$ cat src/rtl/univ_shift_reg_pkg.sv
// univ_shift_reg_pkg: mode encodings and shift-direction constants shared by univ_shift_reg and shift_word_counter
package univ_shift_reg_pkg;
  typedef enum logic [1:0] {
    MODE_HOLD = 2'b00,
    MODE_SHR  = 2'b01,
    MODE_SHL  = 2'b10,
    MODE_LOAD = 2'b11
  } mode_e;
  localparam logic DIR_RIGHT = 1'b0;
  localparam logic DIR_LEFT  = 1'b1;
endpackage

$ cat src/rtl/univ_shift_reg_counter.sv
// shift_word_counter: counts same-direction shifts (clk, reset active-low async, shift/dir/restart in; cnt, registered done pulse out)
module shift_word_counter
  import univ_shift_reg_pkg::*;
#(
  parameter int WIDTH = 4,
  localparam int CW = $clog2(WIDTH)
) (
  input  logic          clk,
  input  logic          reset,
  input  logic          shift,
  input  logic          dir,
  input  logic          restart,
  output logic [CW-1:0] cnt,
  output logic          done
);
  logic dir_q;
  logic wrap;
  assign wrap = cnt == CW'(WIDTH - 1);
  always_ff @(posedge clk or negedge reset)
    if (!reset) begin
      cnt   <= '0;
      dir_q <= DIR_RIGHT;
      done  <= 1'b0;
    end else if (restart) begin
      cnt  <= '0;
      done <= 1'b0;
    end else if (!shift) begin
      done <= 1'b0;
    end else if (dir != dir_q) begin
      cnt   <= CW'(1);
      dir_q <= dir;
      done  <= 1'b0;
    end else begin
      cnt  <= wrap ? '0 : cnt + CW'(1);
      done <= wrap;
    end
endmodule

$ cat src/rtl/univ_shift_reg.sv
// univ_shift_reg: hold/shift-right/shift-left/load register (clk, reset active-low async, clr, en, mode, s_in_r, s_in_l, p_in in; q, s_out_r, s_out_l, word_done out)
module univ_shift_reg
  import univ_shift_reg_pkg::*;
#(
  parameter int WIDTH = 4
) (
  input  logic             clk,
  input  logic             reset,
  input  logic             clr,
  input  logic             en,
  input  logic [1:0]       mode,
  input  logic             s_in_r,
  input  logic             s_in_l,
  input  logic [WIDTH-1:0] p_in,
  output logic [WIDTH-1:0] q,
  output logic             s_out_r,
  output logic             s_out_l,
  output logic             word_done
);
  localparam int CW = $clog2(WIDTH);
  logic [WIDTH-1:0] q_nxt;
  logic [CW-1:0]    cnt;
  logic             shift;
  logic             restart;
  always_comb begin
    q_nxt = (mode == MODE_SHR)  ? {s_in_r, q[WIDTH-1:1]} :
            (mode == MODE_SHL)  ? {q[WIDTH-2:0], s_in_l} :
            (mode == MODE_LOAD) ? p_in : q;
  end
  assign shift   = en & ~clr & ((mode == MODE_SHR) | (mode == MODE_SHL));
  assign restart = clr | (en & (mode == MODE_LOAD));
  always_ff @(posedge clk or negedge reset)
    if (!reset) q <= '0;
    else if (clr) q <= '0;
    else if (en) q <= q_nxt;
  assign s_out_r = q[0];
  assign s_out_l = q[WIDTH-1];
  shift_word_counter #(.WIDTH(WIDTH)) u_cnt (
    .clk    (clk),
    .reset  (reset),
    .shift  (shift),
    .dir    ((mode == MODE_SHL) ? DIR_LEFT : DIR_RIGHT),
    .restart(restart),
    .cnt    (cnt),
    .done   (word_done)
  );
  cnt_range: assert property (@(posedge clk) disable iff (!reset) cnt <= CW'(WIDTH - 1));
endmodule

$ cat config.mk
export PLATFORM = sky130hd
export DESIGN_NAME = univ_shift_reg
export DESIGN_NICKNAME = d
export VERILOG_FILES = /design/src/rtl/univ_shift_reg_pkg.sv /design/src/rtl/univ_shift_reg_counter.sv /design/src/rtl/univ_shift_reg.sv
export SDC_FILE = /design/constraint.sdc
export NUM_CORES = 1
export LEC_CHECK = 0
export BUFFER_PORTS_ARGS = -buffer_cell sky130_fd_sc_hd__clkbuf_2
export CAP_MARGIN = 25
export CORE_AREA = 2 2 39 41
export CTS_BUF_LIST = sky130_fd_sc_hd__clkbuf_8 sky130_fd_sc_hd__clkbuf_16
export CTS_CLUSTER_DIAMETER = 100
export DETAILED_ROUTE_END_ITERATION = 16
export DIE_AREA = 0 0 41 43
export PLACE_DENSITY = 0.75
export SETUP_SLACK_MARGIN = 0.02
export SYNTH_ARGS = -nofsm -noshare
export SYNTH_HDL_FRONTEND = slang
export SYNTH_SLANG_ARGS = --single-unit
$ cat constraint.sdc
create_clock -name clk -period 1.2 [get_ports clk]
set_input_delay 0.3 -clock clk [delete_from_list [all_inputs] [get_ports clk]]
set_output_delay 0.3 -clock clk [all_outputs]
set_load 0.05 [all_outputs]
[Word-level counts from Yosys, hierarchy flattened]
Index checks and enable logic that the tools add are counted.
Word-level totals
  bits in registers: 8
  input bits: 12
  output and inout bits: 7
  logic and storage cells: 35
Cells by class
  $add $sub $neg: 1
  eq/ne operators: 5
  muxes and demuxes: 13
  bitwise gates (word level): 7
  reduce and logical (&&, ||, !) cells: 5
Operators by type and width (count)
  4-bit 2-to-1 mux: 5
  2-bit 2-to-1 mux: 4
  2-bit == test (second input constant): 3
  1-bit 2-to-1 mux: 4
  2-bit nonzero test: 2
  4-bit nonzero test: 1
  1-bit AND: 3
  3-bit AND reduction: 1
  2-bit by 1-bit adder with 2-bit output (second input constant): 1
  2-bit by 1-bit == test with 1-bit output (second input constant): 1
  1-bit inverter: 2
  1-bit OR: 2
  2-bit AND reduction: 1
  1-bit inequality test: 1

[Depth between registers and ports, before layout]
  depth in word-level cells: 6
  depth in mapped cells: 6
  gate-level depth less buffers: 5

[Modules after synthesis]
Synthesis repeated with hierarchy kept, for this count alone.
Unflattened totals
  cell total of the unflattened synthesis: 47
  area total of the unflattened synthesis: 540.5 um^2
Modules (own cells, without submodules)
  univ_shift_reg: instances 1, cells each 33, area each 350.3 um^2, sequential area each 100.1 um^2
  shift_word_counter: instances 1, cells each 14, area each 190.2 um^2, sequential area each 100.1 um^2

[Worst setup path after synthesis]
No wires, ideal clock.
  kind: input -> register
  from: in mode[1]
  to: reg q[0]
  arrival time: 1318 ps
  setup slack: -239 ps
  stages on the path: 5
  path buffers: 0
  cells stage by stage: inv_1 ha_1 or3_4 nor2b_4 a32o_2
Between the ends
  longest elaborated chain between the ends: 5
  elaborated cells on any way between the ends: 9
Ends and longest elaborated chain
  from (decl): RTL line univ_shift_reg.sv:11  | input logic [1:0] mode,
  2-bit == test: RTL line univ_shift_reg.sv:27  | (mode == MODE_SHL) ? {q[WIDTH-2:0], s_in_l} :
  4-bit 2-to-1 mux: RTL line univ_shift_reg.sv:27
  4-bit 2-to-1 mux: RTL line univ_shift_reg.sv:26  | q_nxt = (mode == MODE_SHR) ? {s_in_r, q[WIDTH-1:1]} :
  4-bit 2-to-1 mux: RTL line univ_shift_reg.sv:35  | else if (en) q <= q_nxt;
  4-bit 2-to-1 mux: RTL line univ_shift_reg.sv:34  | else if (clr) q <= '0;
  to (signal assigned): RTL line univ_shift_reg.sv:35
  to (decl): RTL line univ_shift_reg.sv:15  | output logic [WIDTH-1:0] q,
Several ways; a longest one is shown, not always the timed one. The select of a mux whose other input is x is not followed.
A chain may end at the register's enable or synchronous reset.

[Worst setup path after layout]
Same ends and word-level chain as after synthesis.

==> impl_metrics.ini <==
[power_and_ir_drop]
comb_power_share_pct = 29.0
p_sw_mw = 0.256
ir_worst_vdd_v = 0.000702
pwr-share-seq_pct = 34.1
swShare_pct = 28.6
clkPwrFrac_pct = 36.9
p_leak_nw = 0.426
p_int_mw = 0.640
p_per_area_nw_per_um2 = 1050
total_power_mw = 0.896

[floorplanning]
die_y_um = 43
core_sq_um = 1380
start_util_pct = 38.7
die_width_um = 41
io_pins = 19
num_rows = 14
die_area_sq_um = 1760

[layout]
final_common_cell = clkbuf_2
fin_nets = 91
areaGrowthSynthToFinish_pct = 59.6
fillCellCount = 113
multi_input_area_sq_um = 357
n_antenna_cell = 0
final_cell_mix = 10 x clkbuf_2, 8 x buf_4, 7 x dfrtp_1
register_area_sq_um = 201
fin_cells = 90
drive_gt1_share_pct = 60.8

[placement]
dp_cells = 84
dp_hpwl_um = 837
gp_congestion = 0.680
port_buffers = 18

[sta]
hold_viol_final = 0
finalSetupTns_ns = -0.212
period_share_pct = 106
relSlewSlack_pct = 80.7
report.final.slew_viol_count = 0
grt_setup_unrepaired = yes
setup_ws_ns = -0.0695
min_period_ns = 1.27
hold_ws_ns = 0.425
finalSetupViolations = 4
clock_skew_ns = 0.00228
worst_pin_slew_ns = 0.287
fmax_mhz = 788

[synthesis]
synthesis.nets = 63
ys_seq_elements = 8
yosysWarnings = 0
seq_area_frac_synth_pct = 37.4
avgSynthCellArea_sq_um = 11.4
syn_inst = 47
netlist_area_sq_um = 536
ys_types = 23

[detailed_routing]
first_pass_iters = 4
num_vias = 464
drt-vias-per-instance = 5.16
drc_errors = 0
ant_nets = 0
drtIter0Drc = 7
drt_wl_total_mm = 1.13
wire_per_inst_um = 12.6

[hold_path]
min_path_type = in2reg
min_path_cells = 3

[clock_network]
root_buffer = clkbuf_8
cts_tree = yes
clockBufferDepth = 2
cts_sinks = 8
cts_max_level = 1
path_clk_slew_ns = 0.04
cts_buffers = 3
clk_latency_ns = 0.23

[grt]
grt_overflow = 0
grt_first_pass_wirelength_mm = 1.75
grt_max_degree = 10
antenna_found_initial = 0
grt_util_all_layers_pct = 15.1
grt_pass1_vias = 449

[setup_path]
worstSetupStartpointType = primary input
cp.arrival_ns = 1.38
end_kind = flip-flop
critPathKind = in2reg
reg2reg_depth = 2
cp_max_fo = 4
worstPathRequired_ns = 1.31

[status]
failed_checks = setup timing
status = complete, but fails checks

[run]
maxCapViolCount = 0
[worst paths after layout]
path / slack [ns] / from / endpoint
min in group asynchronous: 0.46 / reset / q[1]
hold reg to reg: 0.50 / u_cnt.cnt[1] / u_cnt.cnt[1]
max in group asynchronous: 0.53 / reset / q[3]
setup reg to reg: 0.10 / q[2] / q[3]
setup / recovery: -0.07 / mode[1] / q[0]
hold / removal: 0.43 / s_in_r / q[3]
[stage by stage]
stage	worst slack, ns	utilization, %	cell area (sq um)
floorplan	-0.122	-	601
global placement	-0.379	52.7	729
detailed placement	-0.400	52.7	729
CTS	-0.0581	61.2	847
global route	-0.0819	61.8	855
finish	-0.0695	61.8	855
[cell usage after synthesis (all sizes together)]
| cell type | instances | area share, % |
|---|---|---|
| dfrtp | 8 | 37 |
| nor2b | 5 | 7.2 |
| xor2 | 1 | 1.6 |
| or2b | 4 | 5.6 |
| and2 | 1 | 1.2 |
| a21oi | 2 | 2.6 |
| a32o | 4 | 7.7 |
| ha | 4 | 9.3 |
| o21bai | 1 | 1.4 |
| inv | 2 | 1.4 |
| nor4 | 1 | 1.2 |
| or3 | 1 | 2.1 |
| nor3 | 1 | 0.93 |
| a211o | 4 | 7.5 |
| a22o | 2 | 3.3 |
| buf | 3 | 3.7 |
| mux2 | 1 | 2.1 |
| nand2b | 2 | 3.7 |
[power by group through the flow]
stage          sequential (mW)  clock, mW  combinational, mW
6_report                 0.306      0.330              0.260
3_3_place_gp             0.307          0              0.225
3_5_place_dp             0.309          0              0.227
2_1_floorplan            0.337          0              0.128
5_1_grt                  0.308      0.358              0.279
4_1_cts                  0.305      0.336              0.256
[layer usage]
metal | vias to the layer above | track usage, % | wire (um)
met1 | 215 | 16.0 | 479
met4 | 0 | 8.00 | 14
met3 | 3 | 4.71 | 71
met5 | - | 0 | 0
li1 | 228 | - | -
met2 | 18 | 25.0 | 566
[layout make-up]
type,count,share of cell area [%]
Multi-Input combinational cell,34,41.7
Timing Repair Buffer,26,23.9
Sequential cell,8,23.6
Clock buffer,3,4.83
Inverter,2,3.22
Tap cell,16,2.34
Clock inverter,1,0.439
[logic make-up (layout without fill, tap and decap cells)]
group / count (synthesis) / in the layout / synth area share (%)
flops: 8 / 8 / 37.4
mux: 1 / 1 / 2.10
compound gates: 13 / 13 / 22.4
buf+inv: 5 / 32 / 5.14
simple gates: 15 / 15 / 22.0
xor+xnor: 1 / 1 / 1.64
fa+ha+maj: 4 / 4 / 9.35
[state kept, by name (all words and copies together) (netlist names)]
name and flops:
q 4, u_cnt.done 1, u_cnt.dir_q 1, u_cnt.cnt 2
[what timing repair did]
| action | 4_1_cts | 5_1_grt |
|---|---|---|
| hold buffers | 1 | 0 |
| gates resized for setup | 13 | 5 |
| endpoints found under the setup margin | 14 | 8 |
| hold endpoints to repair | 8 | 0 |
| buffers inserted | 1 | 0 |
| pin swaps | 2 | 0 |
[critical path, cell delays in order]
cell	delay, ns
clkbuf_16	0.13
inv_12	0.03
ha_4	0.15
or3_4	0.39
nor2b_4	0.15
a32o_2	0.24
No activity file was read; power rests on OpenSTA's default activity.
